[config.mk]
export PLATFORM = sky130hd
export DESIGN_NAME = pipe_ex_mdu_ctrl
export DESIGN_NICKNAME = d
export VERILOG_FILES = /design/src/rtl/pipe_ex_mdu_ctrl.sv
export SDC_FILE = /design/constraint.sdc
export NUM_CORES = 1
export LEC_CHECK = 0
export CORE_MARGIN = 2
export CORE_UTILIZATION = 49
export DETAILED_ROUTE_END_ITERATION = 10
export PLACE_DENSITY = 0.82
export SYNTH_ARGS = -nofsm -noshare
export SYNTH_HDL_FRONTEND = slang
export SYNTH_SLANG_ARGS = --single-unit
[constraint.sdc]
create_clock -name in_clk -period 9 [get_ports in_clk]
set_input_delay 1.8 -clock in_clk [delete_from_list [all_inputs] [get_ports in_clk]]
set_output_delay 1.8 -clock in_clk [all_outputs]
set_load 0.01 [all_outputs]
[src/rtl/pipe_ex_mdu_ctrl.sv]
// Iterative MIPS multiply/divide sequencer for the EX stage: one bit per cycle,
// stalls the front of the pipeline while busy and owns the HI/LO registers.
module pipe_ex_mdu_ctrl #(
  parameter int WIDTH = 32
) (
  input  logic             in_clk,
  input  logic             in_rst,
  input  logic             in_md_start,
  input  logic [1:0]       in_md_op,
  input  logic [WIDTH-1:0] in_rs_data,
  input  logic [WIDTH-1:0] in_rt_data,
  input  logic             in_flush,
  input  logic             in_hilo_wena,
  input  logic             in_hilo_sel,
  input  logic [WIDTH-1:0] in_hilo_wdata,
  output logic             out_stall,
  output logic             out_busy,
  output logic             out_done,
  output logic [WIDTH-1:0] out_hi,
  output logic [WIDTH-1:0] out_lo
);

  localparam int CW = $clog2(WIDTH + 1);

  typedef enum logic [1:0] {IDLE = 2'd0, BUSY = 2'd1, DONE = 2'd2} state_t;

  state_t               state, state_next;
  logic [2*WIDTH-1:0]   acc, acc_next;
  logic [WIDTH-1:0]     opa;
  logic [CW-1:0]        cnt;
  logic                 is_div, res_neg, rem_neg, div_zero;
  logic [WIDTH-1:0]     hi, lo;

  logic                 start_ok, last_iter;
  logic                 neg_rs, neg_rt;
  logic [WIDTH-1:0]     mag_rs, mag_rt;
  logic [WIDTH:0]       mul_sum;
  logic [2*WIDTH-1:0]   mul_next, div_next, prod_s;
  logic [WIDTH:0]       shifted;
  logic [WIDTH+1:0]     diff;
  logic                 ge;
  logic [WIDTH-1:0]     rem_n, q_res, r_res, hi_res, lo_res;

  assign start_ok  = in_md_start & ~in_flush;
  assign last_iter = (cnt == CW'(WIDTH - 1));

  // Operands are latched as magnitudes; signs are re-applied at commit.
  assign neg_rs = ~in_md_op[0] & in_rs_data[WIDTH-1];
  assign neg_rt = ~in_md_op[0] & in_rt_data[WIDTH-1];
  assign mag_rs = neg_rs ? -in_rs_data : in_rs_data;
  assign mag_rt = neg_rt ? -in_rt_data : in_rt_data;

  // acc = {partial product, remaining multiplier} or {remainder, quotient}.
  assign mul_sum  = {1'b0, acc[2*WIDTH-1:WIDTH]} + {1'b0, (acc[0] ? opa : {WIDTH{1'b0}})};
  assign mul_next = {mul_sum, acc[WIDTH-1:1]};
  assign shifted  = {acc[2*WIDTH-1:WIDTH], acc[WIDTH-1]};
  assign diff     = {1'b0, shifted} - {2'b00, opa};
  assign ge       = ~diff[WIDTH+1];
  assign rem_n    = ge ? diff[WIDTH-1:0] : shifted[WIDTH-1:0];
  assign div_next = {rem_n, acc[WIDTH-2:0], ge};
  assign acc_next = is_div ? div_next : mul_next;

  // With a zero divisor the remainder path rebuilds the dividend magnitude,
  // so re-signing it yields the raw dividend; only LO needs forcing.
  assign prod_s = res_neg ? -acc_next : acc_next;
  assign q_res  = acc_next[WIDTH-1:0];
  assign r_res  = acc_next[2*WIDTH-1:WIDTH];
  assign hi_res = is_div ? (rem_neg ? -r_res : r_res) : prod_s[2*WIDTH-1:WIDTH];
  assign lo_res = is_div ? (div_zero ? {WIDTH{1'b1}} : (res_neg ? -q_res : q_res))
                         : prod_s[WIDTH-1:0];

  always_ff @(posedge in_clk) begin
    if (!in_rst) state <= IDLE;
    else         state <= state_next;
  end

  always_comb begin
    state_next = state;
    case (state)
      IDLE:    if (start_ok) state_next = BUSY;
      BUSY:    if (in_flush) state_next = IDLE;
               else if (last_iter) state_next = DONE;
      DONE:    state_next = IDLE;
      default: state_next = IDLE;
    endcase
  end

  always_comb begin
    out_stall = 1'b0;
    out_busy  = 1'b0;
    out_done  = 1'b0;
    case (state)
      IDLE:    out_stall = start_ok & in_rst;
      BUSY:    begin out_stall = 1'b1; out_busy = 1'b1; end
      DONE:    out_done = 1'b1;
      default: ;
    endcase
  end

  always_ff @(posedge in_clk) begin
    if (!in_rst) begin
      acc      <= '0;
      opa      <= '0;
      cnt      <= '0;
      is_div   <= 1'b0;
      res_neg  <= 1'b0;
      rem_neg  <= 1'b0;
      div_zero <= 1'b0;
      hi       <= '0;
      lo       <= '0;
    end else begin
      case (state)
        IDLE: begin
          if (in_hilo_wena) begin
            if (in_hilo_sel) hi <= in_hilo_wdata;
            else             lo <= in_hilo_wdata;
          end
          if (start_ok) begin
            is_div   <= in_md_op[1];
            res_neg  <= neg_rs ^ neg_rt;
            rem_neg  <= neg_rs;
            div_zero <= (in_rt_data == '0);
            cnt      <= '0;
            if (in_md_op[1]) begin
              acc <= {{WIDTH{1'b0}}, mag_rs};
              opa <= mag_rt;
            end else begin
              acc <= {{WIDTH{1'b0}}, mag_rt};
              opa <= mag_rs;
            end
          end
        end
        BUSY: begin
          if (!in_flush) begin
            acc <= acc_next;
            cnt <= cnt + CW'(1);
            if (last_iter) begin
              hi <= hi_res;
              lo <= lo_res;
            end
          end
        end
        default: ;
      endcase
    end
  end

  assign out_hi = hi;
  assign out_lo = lo;

endmodule

# Yosys cells after proc, flatten, opt, wreduce, memory -nomap -nowiden
# Index checks and enable logic that the tools add are counted.
[word_totals] register_bits=172 input_bits=104 output_inout_bits=67 wordCells=80
[op_classes] add_sub_neg=8 n_eq_ne=10 muxes=36 n_bitwise=8 n_reduce_logical=8
[ops] op="$mux 32" count=19
[ops] op="$mux 64" count=4
[ops] op="$neg 32->32" count=4
[ops] op="$pmux 32 s2" count=2
[ops] op="$pmux 64 s2" count=1
[ops] op="$neg 64->64" count=1
[ops] op="$sub 33x32->34" count=1
[ops] op="$add 32x32->33" count=1
[ops] op="$logic_not 32->1" count=1
[ops] op="$mux 6" count=2
[ops] op="$ne 2x2->1 const B" count=6
[ops] op="$pmux 6 s2" count=1
[ops] op="$reduce_and 5->1" count=2
[ops] op="$add 6x1->6 const B" count=1
[ops] op="$eq 6x5->1 const B" count=1
[ops] op="$mux 2" count=3
[ops] op="$and 1x1->1" count=4
[ops] op="$pmux 2 s2" count=1
[ops] op="$reduce_and 2->1" count=2
[ops] op="$ne 3x3->1 const B" count=1
[ops] op="$not 1->1" count=3
[ops] op="$reduce_and 3->1" count=1
[ops] op="$eq 2x1->1 const B" count=1
[ops] op="$eq 2x2->1 const B" count=1
[ops] op="other kinds (5)" count=6

# Logic depth before layout (Yosys ltp)
[logic_depth] depth_word=10 mapped_depth=22 depth_no_buf=20

# Least setup slack after synthesis
# Ideal clock, no wire load.
[synth_timing] kind="register -> register" start="reg is_div" end="reg hi[30] (netlist: out_hi[30])" t_arrival_ns=5.399 t_required_ns=8.881 setup_slack_ns=3.483 path_stages_with_launch=23 path_buffers=9 synth_period_minus_slack_ns=5.517 cell_sequence="dfxtp_1 -> buf_6 -> buf_2 -> buf_2 -> buf_2 -> buf_2 -> clkbuf_1 -> clkbuf_1 -> buf_2 -> buf_1 -> mux2i_1 -> ha_1 -> o21ai_0 -> or2_2 -> or3b_1 -> or3_1 -> or2_2 -> o21ai_1 -> nand2_1 -> nor4_1 -> a21oi_1 -> a41o_1 -> o221a_2"
[synth_via] elab_chain_cells=7
[synth_lines] element="from (decl)" line_no="31" rtl="logic is_div, res_neg, rem_neg, div_zero;"
[synth_lines] element="from (signal assigned)" line_no="119" rtl="is_div <= in_md_op[1];"
[synth_lines] element="$mux 64" line_no="61" rtl="assign acc_next = is_div ? div_next : mul_next;"
[synth_lines] element="$neg 64->64 / $neg 32->32 (equally long branches)" line_no="65, 68"
[synth_lines] element="$mux 64 / $mux 32 (equally long branches)" line_no="65, 68"
[synth_lines] element="$mux 32 (*)" line_no="68" rtl="assign hi_res = is_div ? (rem_neg ? -r_res : r_res) : prod_s[2*WIDTH-1:WIDTH];"
[synth_lines] element="$mux 32 (*)" line_no="137" rtl="if (last_iter) begin"
[synth_lines] element="$mux 32 (*)" line_no="134" rtl="if (!in_flush) begin"
[synth_lines] element="$pmux 32 s2 (*)" line_no="112" rtl="case (state)"
[synth_lines] element="to (signal assigned)" line_no="115" rtl="if (in_hilo_sel) hi <= in_hilo_wdata;"
[synth_lines] element="to (signal assigned)" line_no="138" rtl="hi <= hi_res;"
[synth_lines] element="to (decl)" line_no="32" rtl="logic [WIDTH-1:0] hi, lo;"
# Mark *: on every way between the ends. The rest lies on a longest branch, timed or not. The select of a mux whose other input is x is not followed.
# A chain may end at the register's enable or synchronous reset.

# Final worst setup path
[layout_timing] start="reg opa[18]" end="reg hi[4] (netlist: out_hi[4])"
[layout_via] elab_chain_cells=9
[layout_lines] element="from (decl)" line_no="29" rtl="logic [WIDTH-1:0] opa;"
[layout_lines] element="from (signal assigned)" line_no="126" rtl="opa <= mag_rt;"
[layout_lines] element="from (signal assigned)" line_no="129" rtl="opa <= mag_rs;"
[layout_lines] element="$sub 33x32->34 (*)" line_no="57" rtl="assign diff = {1'b0, shifted} - {2'b00, opa};"
[layout_lines] element="$mux 32 / $not 1->1 (equally long branches)" line_no="59, 58"
[layout_lines] element="$mux 64 (*)" line_no="61"
[layout_lines] element="$neg 64->64 / $neg 32->32 (equally long branches)" line_no="65, 68"
[layout_lines] element="$mux 64 / $mux 32 (equally long branches)" line_no="65, 68"
[layout_lines] element="$mux 32 (*)" line_no="68"
[layout_lines] element="$mux 32 (*)" line_no="137"
[layout_lines] element="$mux 32 (*)" line_no="134"
[layout_lines] element="$pmux 32 s2 (*)" line_no="112"
# Marks and branches as above.

==> flow_metrics.tcl <==
set metrics [dict create \
    status "completed" \
    cts_resized 0 \
    critPathCaptureType "flip-flop" \
    synth-seq-area-share 0.219 \
    drtIter0Drc 2474 \
    fin_crit_sh 0.700 \
    grt_pass1_vias 15900 \
    syn_area_um2 15700 \
    tightest_slew_ns 1.20 \
    p_per_area_nw_per_um2 131 \
    place_hpwl_um 45500 \
    cpPeakStageDelay_ns 0.85 \
    p_sw_uw 886 \
    cts-root-buf "clkbuf_16" \
    cp-start-kind "flip-flop" \
    ys_warn_count 0 \
    routed_via_density 6.59 \
    syn_nets 2319 \
    die_w_um 183 \
    worst-endpoint-arrival_ns 6.69 \
    clk_pin_slew_worst_paths_ns 0.08 \
    num_vias 17400 \
    p_int_uw 1500 \
    hold_path.class "flip-flop to flip-flop" \
    initial_core_util 0.497 \
    clock_latency_ns 0.46 \
    antenna_left 0 \
    synth-edff-count 0 \
    grt_usage 0.352 \
    io_pins 171 \
    crit_fanout 14 \
    wire_per_inst_um 22.8 \
    grt_max_degree 113 \
    cap_violations 0 \
    routed_wl_um 60300 \
    setup_tns_ns 0 \
    synth-main-ff-cell "dfxtp_1" \
    cp_slowest_cell "o21ai_0" \
    timing.fmax_mhz 159 \
    netlist-cell-type-count 97 \
    finalSetupViolCount 0 \
    cts_setup_buffers 0 \
    grt_overflow_total 0 \
    cp_common_cell "a21oi_1" \
    gp_congestion 0.994 \
    drive_above_1_share 0.0531 \
    fin_cells 2642 \
    numCtsBuffers 17 \
    synth_area_per_cell_um2 7.32 \
    cts_tree "built" \
    htreeDepth 4 \
    cts_hold_buf 0 \
    die_h_um 183 \
    rows 65 \
    antenna_found_initial 2 \
    drtPass1Iterations 8 \
    slew_headroom 0.197 \
    io_buffers 170 \
    die-area_um2 33500 \
    dp_cells 2609 \
    grt_pass1_wl_um 92200 \
    fin_crit_ns 6.30 \
    ys_ff_latch 172 \
    cts_buffer_depth 2 \
    finalNetCount 2401 \
    core_um2 31600 \
    hold_violations 0 \
    reg2reg_setup_slack_ns 2.70 \
    cp_cell_sequence "inv_1 > ha_1 > a21oi_1 > o21ai_1 > a211oi_2 > o211a_1 > a21oi_1 > a21oi_1 > ha_1 > o21ai_0 > or2_2 > or3b_1 > or3_1 > or2_2 > o21ai_0 > nor2b_1 > a31oi_1 > xnor2_1 > a211o_1 > a21boi_0" \
    cts.sinks 172 \
    power_frac_seq 0.352 \
    ir_drop_v 0.000145 \
    p_sw_frac 0.371 \
    clock_skew_ns 0.0180 \
    clkPwrFrac 0.329 \
    drc_errors 0 \
    critPathKind "flip-flop to flip-flop" \
    area_growth_pct 15.9 \
    rsz0062_at_grt "no" \
    required_ns 9.39 \
    comb_power_share 0.319 \
    maxSlewViolCount 0 \
    synthCells 2144 \
    synthArstFlopShare 0 \
    p_leak_uw 0.00728 \
]
state kept, by name (all words and copies together) (netlist names):
signal and count:
opa 32, rem_neg 1, out_lo 32, is_div 1
state 2, div_zero 1, out_hi 32, acc 64
res_neg 1, cnt 6
stage by stage:
stage	util	worst slack, ns	hold WS (ns)	area (um2)	total power (uW)
floorplan	-	3.48	0.449	15700	1310
global placement	0.557	3.03	0.452	17600	1580
detailed placement	0.557	2.84	0.454	17600	1590
CTS	0.576	2.83	0.477	18200	2360
global route	0.576	2.26	0.489	18200	2460
finish	0.576	2.70	0.478	18200	2390
final timing paths:
| path | start | endpoint | cells past startpoint |
|---|---|---|---|
| worst min-delay path | out_hi[4]$_SDFFE_PN0P_ | out_hi[4]$_SDFFE_PN0P_ | 2 |
| worst max register to register | opa[18]$_SDFFE_PN0P_ | out_hi[4]$_SDFFE_PN0P_ | 20 |
| worst min register to register | out_hi[4]$_SDFFE_PN0P_ | out_hi[4]$_SDFFE_PN0P_ | 2 |
| worst max-delay path | opa[18]$_SDFFE_PN0P_ | out_hi[4]$_SDFFE_PN0P_ | 20 |
Yosys cell counts (9+ instances only):
| library cell | instances | area share |
|---|---|---|
| nor4_1 | 29 | 0.012 |
| dfxtp_1 | 172 | 0.22 |
| buf_2 | 17 | 0.0054 |
| a21boi_0 | 22 | 0.011 |
| nand2_1 | 254 | 0.061 |
| nor3_1 | 50 | 0.016 |
| and2_1 | 69 | 0.028 |
| a22oi_1 | 20 | 0.0096 |
| nand3b_1 | 9 | 0.0043 |
| clkbuf_1 | 96 | 0.023 |
| xor2_1 | 77 | 0.043 |
| o21a_1 | 27 | 0.013 |
| o21ai_0 | 178 | 0.057 |
| buf_1 | 16 | 0.0038 |
| mux2i_1 | 46 | 0.029 |
| nor2_1 | 141 | 0.034 |
| or2_2 | 11 | 0.0044 |
| a21oi_1 | 154 | 0.049 |
| xnor2_1 | 68 | 0.038 |
| nand3_1 | 35 | 0.011 |
| o211a_1 | 38 | 0.024 |
| o31ai_1 | 21 | 0.010 |
| nor2b_1 | 40 | 0.016 |
| and3_1 | 27 | 0.011 |
| a21o_1 | 29 | 0.014 |
| a31oi_1 | 60 | 0.024 |
| inv_1 | 65 | 0.016 |
| or3_1 | 19 | 0.0076 |
| o211ai_1 | 83 | 0.040 |
| a211oi_1 | 23 | 0.011 |
| nand2b_1 | 13 | 0.0052 |
| nand4_1 | 14 | 0.0056 |
| ha_1 | 69 | 0.055 |
layer usage:
layer | track usage | share of wire | up-vias
met5 | 0 | 0 | -
met4 | 0.159 | 0.049 | 0
met3 | 0.0631 | 0.10 | 162
met2 | 0.556 | 0.44 | 1034
met1 | 0.469 | 0.41 | 8172
li1 | - | - | 8039
power by group through the flow:
stage / Combinational, uW / Sequential [uW] / Clock, uW
after floorplan: 457 / 854 / 0
after global placement: 728 / 855 / 0
after detailed placement: 734 / 856 / 0
after CTS: 739 / 839 / 783
after global routing: 810 / 845 / 810
final: 760 / 841 / 785
kinds of logic after synthesis:
kind of cell,after synthesis,share of synthesized area
flops,172,0.219
xor+xnor,145,0.0809
mux,53,0.0346
compound gates,757,0.321
buf+inv,199,0.0499
fa+ha+maj,71,0.0576
simple gates,747,0.236
cells in the final DEF, fill, tap and decap left out, drive strengths merged, types with 12 or more instances in the layout:
master / n
nand2: 256
o211ai: 84
nand3: 35
o31ai: 23
nor2b: 40
and3: 27
xnor2: 68
dfxtp: 172
nand4: 14
mux2i: 46
a22oi: 20
nand2b: 13
or3: 19
nor3: 50
buf: 26
a211oi: 25
clkdlybuf4s50: 168
and2: 69
clkbuf: 19
a21boi: 23
nor2: 142
a21oi: 155
xor2: 77
inv: 74
o21ai: 185
nor4: 31
a21o: 29
or2: 12
o211a: 38
a31oi: 60
ha: 69
o21a: 27
critical path, delay by kind of cell (launching register included):
| kind | cells | cell delay [ns] |
|---|---|---|
| buf+inv | 1 | 0.05 |
| flops | 1 | 0.35 |
| xor+xnor | 1 | 0.16 |
| fa+ha+maj | 2 | 0.65 |
| simple gates | 5 | 1.63 |
| compound gates | 11 | 3.39 |
final cells by class:
cell class / instances / area [um2]
fill: 2962 / 13400
multi-input combinational: 1773 / 11500
sequential: 172 / 3450
timing repair buffer: 194 / 1870
tap: 402 / 503
clock buffer: 19 / 453
inverter: 68 / 255
clock inverter: 13 / 148
antenna: 1 / 2.50
No activity file was read; power rests on OpenSTA's default activity.
